===== src/rtl/pe_add_pipe_if.sv =====
// pe_add_pipe_if
// Handshake and data bundle for the pipelined adder/subtractor.
//   master : producer and consumer side. It drives in_valid, a, b, cin, sub
//            and out_ready, and it observes in_ready, out_valid, sum, cout
//            and ovf.
//   slave  : the adder side, with the opposite directions.
// Ports carried:
//   in_valid / in_ready   input handshake
//   a, b [WIDTH]          operands
//   cin                   carry in
//   sub                   1 = a + ~b + cin, 0 = a + b + cin
//   out_valid / out_ready output handshake
//   sum [WIDTH]           result modulo 2^WIDTH
//   cout                  carry out of the top bit (1 = no borrow when subtracting)
//   ovf                   two's-complement overflow
interface pe_add_pipe_if #(
    parameter int WIDTH = 64
);
    logic             in_valid;
    logic             in_ready;
    logic [WIDTH-1:0] a;
    logic [WIDTH-1:0] b;
    logic             cin;
    logic             sub;
    logic             out_valid;
    logic             out_ready;
    logic [WIDTH-1:0] sum;
    logic             cout;
    logic             ovf;

    modport master (
        output in_valid, a, b, cin, sub, out_ready,
        input  in_ready, out_valid, sum, cout, ovf
    );

    modport slave (
        input  in_valid, a, b, cin, sub, out_ready,
        output in_ready, out_valid, sum, cout, ovf
    );
endinterface


===== src/rtl/pe_add_pipe.sv =====
// pe_add_pipe
// Pipelined carry-lookahead adder/subtractor. The WIDTH-bit operation is
// split into SEG-bit segments, and each of the NSTG = WIDTH/SEG pipeline
// registers is loaded with one more resolved segment.
// Ports:
//   clk   : rising-edge clock
//   rst_n : asynchronous active-low reset
//   bus   : pe_add_pipe_if.slave, carrying the valid/ready input and output
//           handshakes, the operands, and sum/cout/ovf
// Latency is NSTG cycles from acceptance to out_valid. Throughput is one
// operation per cycle while the consumer keeps out_ready high.
module pe_add_pipe #(
    parameter int WIDTH = 64,
    parameter int SEG   = 16
) (
    input  logic         clk,
    input  logic         rst_n,
    pe_add_pipe_if.slave bus
);
    localparam int NSTG = WIDTH / SEG;
    localparam int NGRP = SEG / 4;

    logic adv;

    // One segment of lookahead addition. The segment is built from 4-bit
    // groups. Each group carry is formed directly from the segment carry-in
    // as a sum of products of the group generate/propagate terms, so no
    // carry ripples from one group to the next. Result is {carry_out, sum}.
    function automatic logic [SEG:0] cla_seg(
        input logic [SEG-1:0] x,
        input logic [SEG-1:0] y,
        input logic           ci
    );
        logic [SEG-1:0]  g;
        logic [SEG-1:0]  p;
        logic [SEG-1:0]  s;
        logic [NGRP-1:0] gg;
        logic [NGRP-1:0] gp;
        logic [NGRP:0]   gc;
        logic            acc;
        logic            term;
        logic            bc;
        g = x & y;
        p = x ^ y;
        for (int j = 0; j < NGRP; j++) begin
            gg[j] = g[4*j+3]
                  | (p[4*j+3] & g[4*j+2])
                  | (p[4*j+3] & p[4*j+2] & g[4*j+1])
                  | (p[4*j+3] & p[4*j+2] & p[4*j+1] & g[4*j]);
            gp[j] = &p[4*j +: 4];
        end
        for (int j = 0; j <= NGRP; j++) begin
            acc = ci;
            for (int m = 0; m < j; m++) acc = acc & gp[m];
            for (int i = 0; i < j; i++) begin
                term = gg[i];
                for (int m = i + 1; m < j; m++) term = term & gp[m];
                acc = acc | term;
            end
            gc[j] = acc;
        end
        for (int j = 0; j < NGRP; j++) begin
            bc = gc[j];
            for (int i = 0; i < 4; i++) begin
                s[4*j+i] = p[4*j+i] ^ bc;
                bc       = g[4*j+i] | (p[4*j+i] & bc);
            end
        end
        return {gc[NGRP], s};
    endfunction

    // Stage registers are word-rotated. word_reg starts as operand A. Each
    // stage consumes the low SEG bits, and the resolved sum segment is
    // shifted in at the top. After NSTG stages word_reg holds the sum in
    // natural order. The pending B' is shifted down in the same way, so the
    // segment to be resolved next always sits at bits [SEG-1:0].
    // Segment 0 is resolved on the way into the first register. As a result,
    // register NSTG-1 is the output register and the latency is NSTG.
    // Data registers load only behind a valid operation, so bubbles never
    // disturb the held output values.
    genvar gi;
    generate
        for (gi = 0; gi < NSTG; gi++) begin : g_stage
            logic             src_valid;
            logic             src_carry;
            logic [WIDTH-1:0] src_word;
            logic [WIDTH-1:0] src_b;
            logic [WIDTH-1:0] word_next;
            logic [SEG:0]     seg_res;
            logic             valid_reg;
            logic             carry_reg;
            logic [WIDTH-1:0] word_reg;

            if (gi == 0) begin : g_src
                assign src_valid = bus.in_valid && adv;
                assign src_carry = bus.cin;
                assign src_word  = bus.a;
                assign src_b     = bus.b ^ {WIDTH{bus.sub}};
            end else begin : g_src
                assign src_valid = g_stage[gi-1].valid_reg;
                assign src_carry = g_stage[gi-1].carry_reg;
                assign src_word  = g_stage[gi-1].word_reg;
                assign src_b     = g_stage[gi-1].g_bhold.b_reg;
            end

            assign seg_res   = cla_seg(src_word[SEG-1:0], src_b[SEG-1:0], src_carry);
            assign word_next = WIDTH'({seg_res[SEG-1:0], src_word} >> SEG);

            always_ff @(posedge clk or negedge rst_n) begin
                if (!rst_n) begin
                    valid_reg <= 1'b0;
                    carry_reg <= 1'b0;
                    word_reg  <= '0;
                end else if (adv) begin
                    valid_reg <= src_valid;
                    if (src_valid) begin
                        carry_reg <= seg_res[SEG];
                        word_reg  <= word_next;
                    end
                end
            end

            if (gi < NSTG - 1) begin : g_bhold
                logic [WIDTH-1:0] b_reg;
                always_ff @(posedge clk or negedge rst_n) begin
                    if (!rst_n) begin
                        b_reg <= '0;
                    end else if (adv && src_valid) begin
                        b_reg <= src_b >> SEG;
                    end
                end
            end else begin : g_last
                // The top segment is resolved here. Its operand sign bits
                // sit at bit SEG-1 of the pending words.
                logic ovf_reg;
                always_ff @(posedge clk or negedge rst_n) begin
                    if (!rst_n) begin
                        ovf_reg <= 1'b0;
                    end else if (adv && src_valid) begin
                        ovf_reg <= (src_word[SEG-1] == src_b[SEG-1])
                                && (seg_res[SEG-1] != src_word[SEG-1]);
                    end
                end
            end
        end
    endgenerate

    assign adv           = !bus.out_valid || bus.out_ready;
    assign bus.in_ready  = adv;
    assign bus.out_valid = g_stage[NSTG-1].valid_reg;
    assign bus.sum       = g_stage[NSTG-1].word_reg;
    assign bus.cout      = g_stage[NSTG-1].carry_reg;
    assign bus.ovf       = g_stage[NSTG-1].g_last.ovf_reg;
endmodule

===== src/flat_wrapper.sv =====
// flat-port wrapper written by rule: the top's interface ports become plain ports
module pe_add_pipe_flat 
#(
    parameter int WIDTH = 64,
    parameter int SEG   = 16
)
  (clk, rst_n, bus_in_valid, bus_a, bus_b, bus_cin, bus_sub, bus_out_ready, bus_in_ready, bus_out_valid, bus_sum, bus_cout, bus_ovf);
  pe_add_pipe_if #(.WIDTH(WIDTH)) bus_i ();
  input  logic clk;
  input  logic rst_n;
  input wire logic [$bits(bus_i.in_valid)-1:0] bus_in_valid;
  input wire logic [$bits(bus_i.a)-1:0] bus_a;
  input wire logic [$bits(bus_i.b)-1:0] bus_b;
  input wire logic [$bits(bus_i.cin)-1:0] bus_cin;
  input wire logic [$bits(bus_i.sub)-1:0] bus_sub;
  input wire logic [$bits(bus_i.out_ready)-1:0] bus_out_ready;
  output wire logic [$bits(bus_i.in_ready)-1:0] bus_in_ready;
  output wire logic [$bits(bus_i.out_valid)-1:0] bus_out_valid;
  output wire logic [$bits(bus_i.sum)-1:0] bus_sum;
  output wire logic [$bits(bus_i.cout)-1:0] bus_cout;
  output wire logic [$bits(bus_i.ovf)-1:0] bus_ovf;
  assign bus_i.in_valid = bus_in_valid;
  assign bus_i.a = bus_a;
  assign bus_i.b = bus_b;
  assign bus_i.cin = bus_cin;
  assign bus_i.sub = bus_sub;
  assign bus_i.out_ready = bus_out_ready;
  assign bus_in_ready = bus_i.in_ready;
  assign bus_out_valid = bus_i.out_valid;
  assign bus_sum = bus_i.sum;
  assign bus_cout = bus_i.cout;
  assign bus_ovf = bus_i.ovf;
  pe_add_pipe #(.WIDTH(WIDTH), .SEG(SEG)) u_core (.clk(clk), .rst_n(rst_n), .bus(bus_i));
endmodule

===== config.mk =====
export PLATFORM = sky130hd
export DESIGN_NAME = pe_add_pipe_flat
export DESIGN_NICKNAME = d
export VERILOG_FILES = /design/src/rtl/pe_add_pipe_if.sv /design/src/rtl/pe_add_pipe.sv /design/src/flat_wrapper.sv
export SDC_FILE = /design/constraint.sdc
export NUM_CORES = 1
export LEC_CHECK = 0
export ABC_AREA = 1
export CORE_MARGIN = 2
export CORE_UTILIZATION = 50
export DETAILED_ROUTE_END_ITERATION = 8
export PLACE_DENSITY_LB_ADDON = 0.3
export RECOVER_POWER = 50
export SLEW_MARGIN = 20
export SYNTH_ARGS = -nofsm -noshare
export SYNTH_HDL_FRONTEND = slang
export SYNTH_SLANG_ARGS = --single-unit
export TNS_END_PERCENT = 10

===== constraint.sdc =====
create_clock -name clk -period 7.16 [get_ports clk]
set_input_delay 1.074 -clock clk [delete_from_list [all_inputs] [get_ports clk]]
set_output_delay 1.074 -clock clk [all_outputs]
set_load 0.05 [all_outputs]

======== Word level (Yosys, flattened, before mapping) ========
Index checks and enable logic that the tools add are counted.
word-level totals
  register bits after elaboration ......... 361
  input bits .............................. 134
operators by class
  equal/unequal tests ..................... 2
  bitwise logic cells ..................... 377
  reductions and logical operators ........ 28
operator list
  operator               number
  1-bit AND              168
  1-bit OR               136
  16-bit AND             4
  4-bit AND reduction    16
  1-bit bitwise XOR      64
  16-bit bitwise XOR     4
  64-bit bitwise XOR     1
  2-bit AND reduction    4
  1-bit logical AND      6
  1-bit equality test    1
  1-bit zero test        1
  1-bit logical OR       1
  1-bit inequality test  1

======== Longest topological paths before layout ========
Gate-level depths: netlist (run 1).
  depth in word-level cells ............... 19
  depth in mapped cells ................... 19
  depth with buffers taken out ............ 17

======== Worst setup path before layout (run 1) ========
OpenSTA, ideal clock, no wires.
  path kind ............................... input-to-reg
  start ................................... in bus_sub
  end ..................................... reg u_core.g_stage[0].word_reg[63]
  data arrival time ....................... 3.956 ns
  setup slack ............................. 3.127 ns
  cell stages on the path ................. 17
  buffers on the path ..................... 2
  cells stage by stage .................... buf_2 buf_2 xnor2_1 inv_1 ha_1 nand2_1 nor3b_1 nor2_1 nand2_1 nand2_1 nand2_1 inv_1 fa_1 fa_1 fa_1 xor2_1 o21ai_1
on the way
  word-level cells in the longest chain between the ends .. 18
  elaborated cells on any way between the ends .. 46
  those cells by class .................... 43 x bitwise; 3 x reduce/logical
ends and longest elaborated chain
  item                                              RTL line                                                 source
  start, declared                                   flat_wrapper.sv:15                                       input wire logic [$bits(bus_i.sub)-1:0] bus_sub;
  64-bit bitwise XOR (*)                            pe_add_pipe.sv:98                                        assign src_b = bus.b ^ {WIDTH{bus.sub}};
  16-bit bitwise XOR or 16-bit AND (tied branches)  pe_add_pipe.sv:44, pe_add_pipe.sv:43
  1-bit AND (on tied branches)                      pe_add_pipe.sv:47, pe_add_pipe.sv:48, pe_add_pipe.sv:49
  1-bit OR, or another cell as far along            pe_add_pipe.sv:47                                        | (p[4*j+3] & g[4*j+2])
  1-bit OR or 1-bit AND (tied branches)             pe_add_pipe.sv:48, pe_add_pipe.sv:49
  1-bit OR                                          pe_add_pipe.sv:49                                        | (p[4*j+3] & p[4*j+2] & p[4*j+1] & g[4*j]);
  1-bit AND (2 in a row)                            pe_add_pipe.sv:57                                        for (int m = i + 1; m < j; m++) term = term & gp[m];
  1-bit OR (3 in a row)                             pe_add_pipe.sv:58                                        acc = acc | term;
  1-bit AND                                         pe_add_pipe.sv:66                                        bc = g[4*j+i] | (p[4*j+i] & bc);
  1-bit OR                                          pe_add_pipe.sv:66
  1-bit AND                                         pe_add_pipe.sv:66
  1-bit OR                                          pe_add_pipe.sv:66
  1-bit AND                                         pe_add_pipe.sv:66
  1-bit OR                                          pe_add_pipe.sv:66
  1-bit bitwise XOR (*)                             pe_add_pipe.sv:65                                        s[4*j+i] = p[4*j+i] ^ bc;
  end signal, assigned                              pe_add_pipe.sv:118                                       word_reg <= word_next;
  end, declared                                     pe_add_pipe.sv:92                                        logic [WIDTH-1:0] word_reg;
Every way passes the cells marked *; elsewhere a longest branch is shown, timed or not.
A chain may end at the register's enable or synchronous reset.

======== Final worst setup path (run 1) ========
  start ................................... in bus_out_ready
  end ..................................... reg u_core.g_stage[2].g_bhold.b_reg[12]
on the way
  word-level cells in the longest chain between the ends .. 2
ends and longest elaborated chain
  item                  RTL line            source
  start, declared       flat_wrapper.sv:16  input wire logic [$bits(bus_i.out_ready)-1:0] bus_out_ready;
  1-bit logical OR      pe_add_pipe.sv:148  assign adv = !bus.out_valid || bus.out_ready;
  1-bit logical AND     pe_add_pipe.sv:128  end else if (adv && src_valid) begin
  end signal, assigned  pe_add_pipe.sv:129  b_reg <= src_b >> SEG;
  end, declared         pe_add_pipe.sv:124  logic [WIDTH-1:0] b_reg;
Every way passes these cells.

==> results.json, run 1 <==
{
  "violations": "capacitance limit, slew limit",
  "wl_met3_um": 1380,
  "drv_cap": 2,
  "worstMarginPinSlew_ns": 3.17,
  "start_kind": "primary input",
  "fin_skew_ns": 0.0193,
  "fmax_mhz": 219,
  "path_buf_inv": 4,
  "hpwl_um": 23600,
  "chipWidth_um": 187,
  "synth_seq_area_share_pct": 54.2,
  "period_needed_ns": 4.56,
  "slew_violations": 105,
  "postRouteAntennaNets": 0,
  "crit_family": "buffers and inverters",
  "track_usage_pct": 21.6,
  "grt_pass1_vias": 12200,
  "finalSetupViolations": 0,
  "highest_layer": "met4",
  "switching_share_pct": 38.9,
  "rows": 66,
  "placed_cell_area_um2": 18900,
  "slew_headroom_pct": -111,
  "synth_cells": 1807,
  "start_util_pct": 50.9,
  "crit_path_end_kind": "flop",
  "clk-insertion-delay-late_ns": 0.52,
  "cts_resized": 0,
  "ctsHoldBuffers": 0,
  "status": "complete, but fails checks",
  "internal_power_uw": 5380,
  "comb_power_share_pct": 37.3,
  "drtIter0Drc": 668,
  "post-route-period-util_pct": 63.6,
  "seq_power_share_pct": 38.0,
  "pin_count": 202,
  "syn_area_um2": 16700,
  "met2_length_um": 18100,
  "slowest_stage": "clkbuf_1",
  "worst_ir_drop_vdd_v": 0.000214,
  "required_ns": 7.52,
  "critPathMaxStageDelay_ns": 1.62,
  "tns_ns": 0,
  "post_drt_via_cell_ratio": 4.88,
  "totalPowerFinal_uw": 8820,
  "clockPowerShare_pct": 24.8,
  "layout_common_cells": "nand2_1 (776), dfrtp_1 (361), clkdlybuf4s50_1 (198)",
  "p_sw_uw": 3430,
  "drt-met1-wl_um": 16200,
  "p_per_area_nw_per_um2": 434,
  "crit_chain": "dlygate4sd3_1 > nor2_1 > nor2_4 > clkbuf_1 > inv_4 > buf_4 > nand2_1 > o21ai_1",
  "holdCritPathClass": "flop to flop",
  "clkSinkCount": 361,
  "wl_um": 36700,
  "dieHeight_um": 187,
  "numPortBuffers": 201,
  "synth_nets": 2053,
  "cts-buffers-inserted": 40,
  "cp.arrival_ns": 4.92,
  "rsz0062_at_grt": "no",
  "synth_cell_types": 25,
  "ys_seq_elements": 361,
  "gr-total-overflow": 0,
  "grt_first_pass_wirelength_um": 61300,
  "p_leak_uw": 0.0101,
  "syn_area_per_cell_um2": 9.22,
  "vias": 12000,
  "critical_path.max_fanout": 78,
  "antenna_found_initial": 3,
  "finalInstanceArea_um2": 20300,
  "drtPass1Iterations": 5,
  "yosysWarnings": 0,
  "gp_congestion": 0.866,
  "crit_type": "primary input to flop",
  "cts_tree": "done",
  "area_growth_pct": 21.9,
  "clkTransAtPathRegs_ns": 0.06,
  "core_area_um2": 32700,
  "htree_levels": 2,
  "cts-root-buf": "clkbuf_16",
  "drive_gt1_share_pct": 4.14,
  "final_common_cell": "nand2_1",
  "largest_reg_flops": 192,
  "routedWlPerCell_um": 15.0,
  "nets": 2224,
  "die_area_um2": 34800,
  "cts_max_path_buffers": 3,
  "postCtsSetupBuffers": 0,
  "grt_max_degree": 183,
  "hold_violations": 0,
  "drc": 0
}
[stage by stage]
stage	setup slack (ns)	cells	hold slack (ns)	util, %
floorplan	3.13	1807	0.442	-
global placement	2.89	2378	0.449	57.8
detailed placement	2.71	2378	0.454	57.8
CTS	3.26	2447	0.469	62.1
global route	2.15	2450	0.484	62.1
finish	2.60	2450	0.463	62.1
[final cells by class]
cell class                 instances  area [um2]
timing repair buffer             210        2090
clock inverter                    17         272
fill                            2783       12400
sequential                       361        9030
tap                              442         553
multi-input combinational       1240        6750
inverter                         125         473
clock buffer                      52        1140
antenna                            3        7.51
[path summary, 6_finish.rpt]
kind / startpoint / to / slack, ns / depth (start not counted)
hold / removal: u_core.g_stage[2].word_reg[39] / u_core.bus.sum[23] / 0.46 / 2
setup / recovery: bus_out_ready / u_core.g_stage[2].g_bhold.b_reg[12] / 2.60 / 8
setup reg to reg: u_core.bus.out_valid / u_core.g_stage[2].g_bhold.b_reg[12] / 3.27 / 8
hold reg to reg: u_core.g_stage[2].word_reg[39] / u_core.bus.sum[23] / 0.46 / 2
max in group asynchronous: rst_n / u_core.g_stage[2].word_reg[52] / 2.96 / 2
min in group asynchronous: rst_n / u_core.g_stage[1].word_reg[50] / 0.62 / 1
[cell usage after synthesis (all sizes together)]
cell / instances / area, um2
nand2: 778 / 2930
dfrtp: 361 / 9030
o21ai: 178 / 891
inv: 125 / 472
ha: 64 / 801
xnor2: 64 / 561
buf: 54 / 313
fa: 48 / 961
nor2: 43 / 184
clkbuf: 27 / 101
nand3: 20 / 100
xor2: 17 / 149
a21oi: 16 / 80.1
nand4: 5 / 31.3
nor3b: 2 / 15.0
o211a: 2 / 20.0
and3: 1 / 6.26
nor3: 1 / 5.00
o31ai: 1 / 7.51
[cell families after synthesis]
group / count (synthesis) / synth area share, %
AND/OR/NAND/NOR: 850 / 19.6
buffers and inverters: 206 / 5.32
flip-flops: 361 / 54.2
adder cells (fa/ha/maj): 112 / 10.6
XOR/XNOR: 81 / 4.26
AO/OA/AOI/OAI: 197 / 5.99
[worst reg2reg max path: stages, from the launching register on]
cell and delay [ns]:
dfrtp_1 0.38, inv_1 0.05, nor2_1 0.10, nor2_4 0.09, clkbuf_1 1.62, inv_4 0.60
buf_4 0.60, nand2_1 0.21, o21ai_1 0.08
[power groups by stage]
stage	Sequential, uW	Clock (uW)	Combinational (uW)
after floorplan	3770	0	1870
after global placement	3340	0	3200
after detailed placement	3370	0	3310
after CTS	3350	2220	3340
after global routing	3450	2310	3730
final	3350	2180	3280
[metal layers]
layer  up-vias  global-route usage, %
met4         0                   7.20
met2       238                   37.3
met3        68                   3.08
met5         -                      0
li1       5954                      -
met1      5708                   28.2
No activity file was read; power rests on OpenSTA's default activity.
==> run 2, diff against run 1 <==
==> constraint.sdc (replaced) <==
create_clock -name clk -period 4.45 [get_ports clk]
set_input_delay 0.6675 -clock clk [delete_from_list [all_inputs] [get_ports clk]]
set_output_delay 0.6675 -clock clk [all_outputs]
set_load 0.05 [all_outputs]
==> results.json, run 2 (synthesis gave the netlist of run 1 again) <==
{
  "totalPowerFinal_uw": 13800,
  "numPortBuffers": 201,
  "drtIter0Drc": 659,
  "grt_first_pass_wirelength_um": 60000,
  "start_kind": "primary input",
  "vias": 12000,
  "clkSinkCount": 361,
  "wl_um": 35500,
  "dieHeight_um": 187,
  "fin_skew_ns": 0.0144,
  "p_leak_uw": 0.0101,
  "drv_cap": 4,
  "grt_pass1_vias": 12000,
  "r2r-start": "u_core.g_stage[1].g_bhold.b_reg[3]",
  "cts_resized": 0,
  "crit_type": "primary input to flop",
  "gp_congestion": 0.870,
  "htree_levels": 2,
  "clk-insertion-delay-late_ns": 0.51,
  "finalSetupViolations": 0,
  "required_ns": 4.81,
  "post_drt_via_cell_ratio": 4.87,
  "dpl.cell_count": 2383,
  "fin_util_pct": 61.8,
  "violations": "capacitance limit, slew limit",
  "largest_reg_flops": 192,
  "fin_ws_ns": 0.923,
  "cts_max_path_buffers": 3,
  "holdCritPathClass": "flop to flop",
  "cts_tree": "done",
  "rr_worst_depth": 15,
  "holdPathStages": 2,
  "period_needed_ns": 3.53,
  "area_growth_pct": 21.4,
  "drive_gt1_share_pct": 4.13,
  "chipWidth_um": 187,
  "hold_path_end": "u_core.bus.sum[32]",
  "antenna_found_initial": 3,
  "nets": 2228,
  "worstMarginPinSlew_ns": 2.80,
  "rr_endpoint": "u_core.g_stage[2].word_reg[63]",
  "dpl_worst_slack_ns": 0.525,
  "crit_path_end_kind": "flop",
  "postRouteAntennaNets": 0,
  "gr-total-overflow": 0,
  "fmax_mhz": 284,
  "postCtsSetupBuffers": 0,
  "grt_max_degree": 177,
  "drtPass1Iterations": 5,
  "cp.arrival_ns": 3.88,
  "track_usage_pct": 21.0,
  "routedWlPerCell_um": 14.4,
  "start_util_pct": 50.9,
  "hpwl_um": 23600,
  "worst_ir_drop_vdd_v": 0.000332,
  "min_from": "u_core.g_stage[2].word_reg[48]",
  "p_per_area_nw_per_um2": 684,
  "ctsHoldBuffers": 0,
  "rows": 66,
  "cts-buffers-inserted": 39,
  "clkTransAtPathRegs_ns": 0.06,
  "tns_ns": 0,
  "slew_violations": 344,
  "hold_violations": 0,
  "ff2ff_setup_slack_ns": 1.05,
  "cts-root-buf": "clkbuf_16",
  "slew_headroom_pct": -86.9,
  "stdcell_count": 2455,
  "critical_path.max_fanout": 143,
  "die_area_um2": 34800,
  "drc": 0,
  "final_common_cell": "nand2_1",
  "rsz0062_at_grt": "no",
  "pin_count": 202,
  "core_area_um2": 32700,
  "post-route-period-util_pct": 79.3,
  "status": "complete, but fails checks",
  "layout_common_cells": "nand2_1 (776), dfrtp_1 (361), clkdlybuf4s50_1 (198)"
}
==> run 2: cell type report <==
type,instances,area (um2)
fillers,2779,12500
flip-flops and latches,361,9030
multi-input cells,1240,6750
repair buffers,215,2130
clock buffers,61,1200
well taps,442,553
inverters,125,473
clock inverters,8,65.1
diodes,3,7.51
==> run 2: metrics by stage <==
step                      hold slack (ns)  area [um2]
after floorplan                     0.372       16700
after global placement              0.450       19000
after detailed placement            0.457       19000
after CTS                           0.252       20300
after global routing                0.493       20200
final                               0.466       20200
==> run 2: critical path: stages <==
cell and delay, ns:
dlygate4sd3_1 0.54, nor2_1 0.44, nor2_4 0.05, clkbuf_2 1.36, o21ai_0 0.67
==> run 2: worst max-delay path by stage <==
stage          slack [ns]  depth (start not counted)                             endpoint     startpoint
2_1_floorplan        0.82                         17       u_core.g_stage[0].word_reg[63]        bus_sub
3_3_place_gp         0.58                         18       u_core.g_stage[0].word_reg[63]        bus_sub
3_5_place_dp         0.52                         18       u_core.g_stage[0].word_reg[63]        bus_sub
4_1_cts              1.06                         18       u_core.g_stage[0].word_reg[63]        bus_sub
5_1_grt              0.62                          5  u_core.g_stage[1].g_bhold.b_reg[25]  bus_out_ready
6_report             0.92                          5       u_core.g_stage[1].word_reg[60]  bus_out_ready
==> run 2: power by group <==
group,switching [uW],total (uW),leakage [uW],internal [uW]
registers,792,5380,0.00454,4590
clock network,1240,3150,0.000630,1910
logic,3390,5300,0.00491,1910
total,5420,13800,0.0101,8410
==> run 2: routing by layer <==
layer  global-route usage (%)  share of wire (%)  vias up
met5                        0                  0        -
met4                     5.89                2.4        0
met3                     3.03                4.1       56
met2                     35.5                 49      251
met1                     28.5                 45     5680
li1                         -                  -     5972
==> run 3, diff against run 2 <==
==> constraint.sdc (replaced) <==
create_clock -name clk -period 2.95 [get_ports clk]
set_input_delay 0.4425 -clock clk [delete_from_list [all_inputs] [get_ports clk]]
set_output_delay 0.4425 -clock clk [all_outputs]
set_load 0.05 [all_outputs]
==> results.json, run 3 (synthesis gave the netlist of run 1 again) <==
{
  "status": "complete, but fails checks",
  "violations": "capacitance limit, slew limit",
  "cts_tree": "done",
  "track_usage_pct": 22.0,
  "rr_endpoint": "u_core.g_stage[1].word_reg[63]",
  "rows": 66,
  "drc": 0,
  "crit_chain": "clkdlybuf4s50_1 > xnor2_1 > inv_1 > ha_1 > nand2_1 > nor2_1 > nand2_1 > nand2_2 > nand2_2 > nand2_2 > inv_2 > fa_2 > fa_2 > fa_2 > xor2_1 > o21ai_1",
  "slew_headroom_pct": -40.2,
  "clkSinkCount": 361,
  "cts_max_path_buffers": 3,
  "required_ns": 3.32,
  "gp_congestion": 0.845,
  "cts-buffers-inserted": 39,
  "chipWidth_um": 187,
  "clkTransAtPathRegs_ns": 0.06,
  "post_drt_via_cell_ratio": 4.93,
  "slew_violations": 78,
  "vias": 12400,
  "largest_reg_flops": 192,
  "start_kind": "primary input",
  "crit_type": "primary input to flop",
  "fmax_mhz": 346,
  "routedWlPerCell_um": 14.8,
  "drv_cap": 1,
  "grt_first_pass_wirelength_um": 63000,
  "grt_max_degree": 177,
  "worstMarginPinSlew_ns": 2.10,
  "rr_worst_depth": 15,
  "area_growth_pct": 26.6,
  "r2r-start": "u_core.g_stage[0].word_reg[2]",
  "path_buf_inv": 3,
  "period_needed_ns": 2.89,
  "p_leak_uw": 0.0105,
  "finalSetupViolations": 0,
  "hold_path_end": "u_core.g_stage[0].word_reg[19]",
  "crit_family": "adder cells",
  "drtPass1Iterations": 5,
  "wl_um": 37300,
  "critPathMaxStageDelay_ns": 0.47,
  "cp.arrival_ns": 3.26,
  "fin_skew_ns": 0.0147,
  "comb_power_share_pct": 40.5,
  "dieHeight_um": 187,
  "worst_ir_drop_vdd_v": 0.000534,
  "pin_count": 202,
  "totalPowerFinal_uw": 21800,
  "p_per_area_nw_per_um2": 1030,
  "hpwl_um": 24000,
  "layout_common_cells": "nand2_1 (761), dfrtp_1 (361), clkdlybuf4s50_1 (192)",
  "seq_power_share_pct": 37.1,
  "internal_power_uw": 13300,
  "placed_cell_area_um2": 19600,
  "slowest_stage": "clkdlybuf4s50_1",
  "tns_ns": 0,
  "htree_levels": 2,
  "holdPathStages": 3,
  "hold_violations": 0,
  "crit_path_end_kind": "flop",
  "ff2ff_setup_slack_ns": 0.10,
  "holdCritPathClass": "primary input to flop",
  "switching_share_pct": 38.9,
  "start_util_pct": 50.9,
  "core_area_um2": 32700,
  "clockPowerShare_pct": 22.4,
  "cts-root-buf": "clkbuf_16",
  "postRouteAntennaNets": 0,
  "critical_path.max_fanout": 2,
  "post-route-period-util_pct": 98.1,
  "drive_gt1_share_pct": 10.2,
  "finalInstanceArea_um2": 21100,
  "final_common_cell": "nand2_1",
  "p_sw_uw": 8490,
  "die_area_um2": 34800,
  "drtIter0Drc": 709,
  "gr-total-overflow": 0,
  "grt_pass1_vias": 12800,
  "nets": 2294,
  "clk-insertion-delay-late_ns": 0.51,
  "rsz0062_at_grt": "yes",
  "numPortBuffers": 201,
  "min_from": "bus_a[35]",
  "antenna_found_initial": 4
}
==> run 3: cell count changes in the layout (fill, tap and decap cells not counted), sizes merged, moves of 2 or more <==
cell,change
dlygate4sd2,+2
bufinv,+2
clkinv,+2
dlymetal6s2s,+3
clkdlybuf4s50,-6
clkbuf,-9
buf,+70
==> run 3: metrics by stage <==
step	util [%]	setup WS (ns)	hold WS [ns]	instances
final	64.5	0.0569	0.464	2520
after floorplan	-	-0.182	0.147	1807
after global routing	64.5	-0.0835	0.464	2520
after CTS	64.2	0.00291	0.448	2513
after detailed placement	59.9	-0.649	0.455	2445
after global placement	59.9	-0.578	0.449	2445
==> run 3: how the worst max path moves through the flow <==
stage | startpoint | endpoint | depth (start not counted)
after floorplan | bus_sub | u_core.g_stage[0].word_reg[62] | 17
after global placement | bus_b[2] | u_core.g_stage[0].word_reg[62] | 17
after detailed placement | bus_b[2] | u_core.g_stage[0].word_reg[63] | 18
after CTS | bus_b[3] | u_core.g_stage[0].word_reg[63] | 17
after global routing | bus_b[10] | u_core.g_stage[0].word_reg[63] | 14
final | bus_b[4] | u_core.g_stage[0].word_reg[63] | 16
==> run 3: power groups by stage <==
| stage | logic, uW | registers [uW] | clock network (uW) |
|---|---|---|---|
| 6_report | 8830 | 8100 | 4880 |
| 4_1_cts | 8810 | 8070 | 4970 |
| 3_5_place_dp | 8650 | 8090 | 0 |
| 3_3_place_gp | 8410 | 8020 | 0 |
| 5_1_grt | 9970 | 8330 | 5200 |
| 2_1_floorplan | 4570 | 9140 | 0 |
==> run 3: area by class of cell <==
class / count / area (um2)
antenna: 4 / 10.0
inverter: 125 / 474
timing repair buffer: 281 / 2690
sequential: 361 / 9030
tap: 442 / 553
clock inverter: 11 / 138
fill: 2727 / 11600
multi-input combinational: 1240 / 7030
clock buffer: 56 / 1160
==> run 3: timing repair <==
item	CTS	global route
hold buffers	1	0
setup buffers	0	3
endpoints found under the hold margin	73	0
endpoints found under the setup margin	17	22
pin swaps	5	40
resized for setup	23	39
==> run 3: routing by layer <==
| metal | part of all wire (%) | wire (um) | vias up | global-route usage [%] |
|---|---|---|---|---|
| met3 | 3.7 | 1390 | 65 | 2.97 |
| met4 | 3.3 | 1240 | 0 | 8.09 |
| met5 | 0 | 0 | - | 0 |
| li1 | - | - | 6095 | - |
| met2 | 49 | 18200 | 255 | 37.5 |
| met1 | 44 | 16500 | 6018 | 28.9 |
==> run 3: tightest hold or removal path, cell delays in order <==
cell and delay [ns]:
clkdlybuf4s50_1 0.39, nand2_1 0.06, nand2_1 0.04
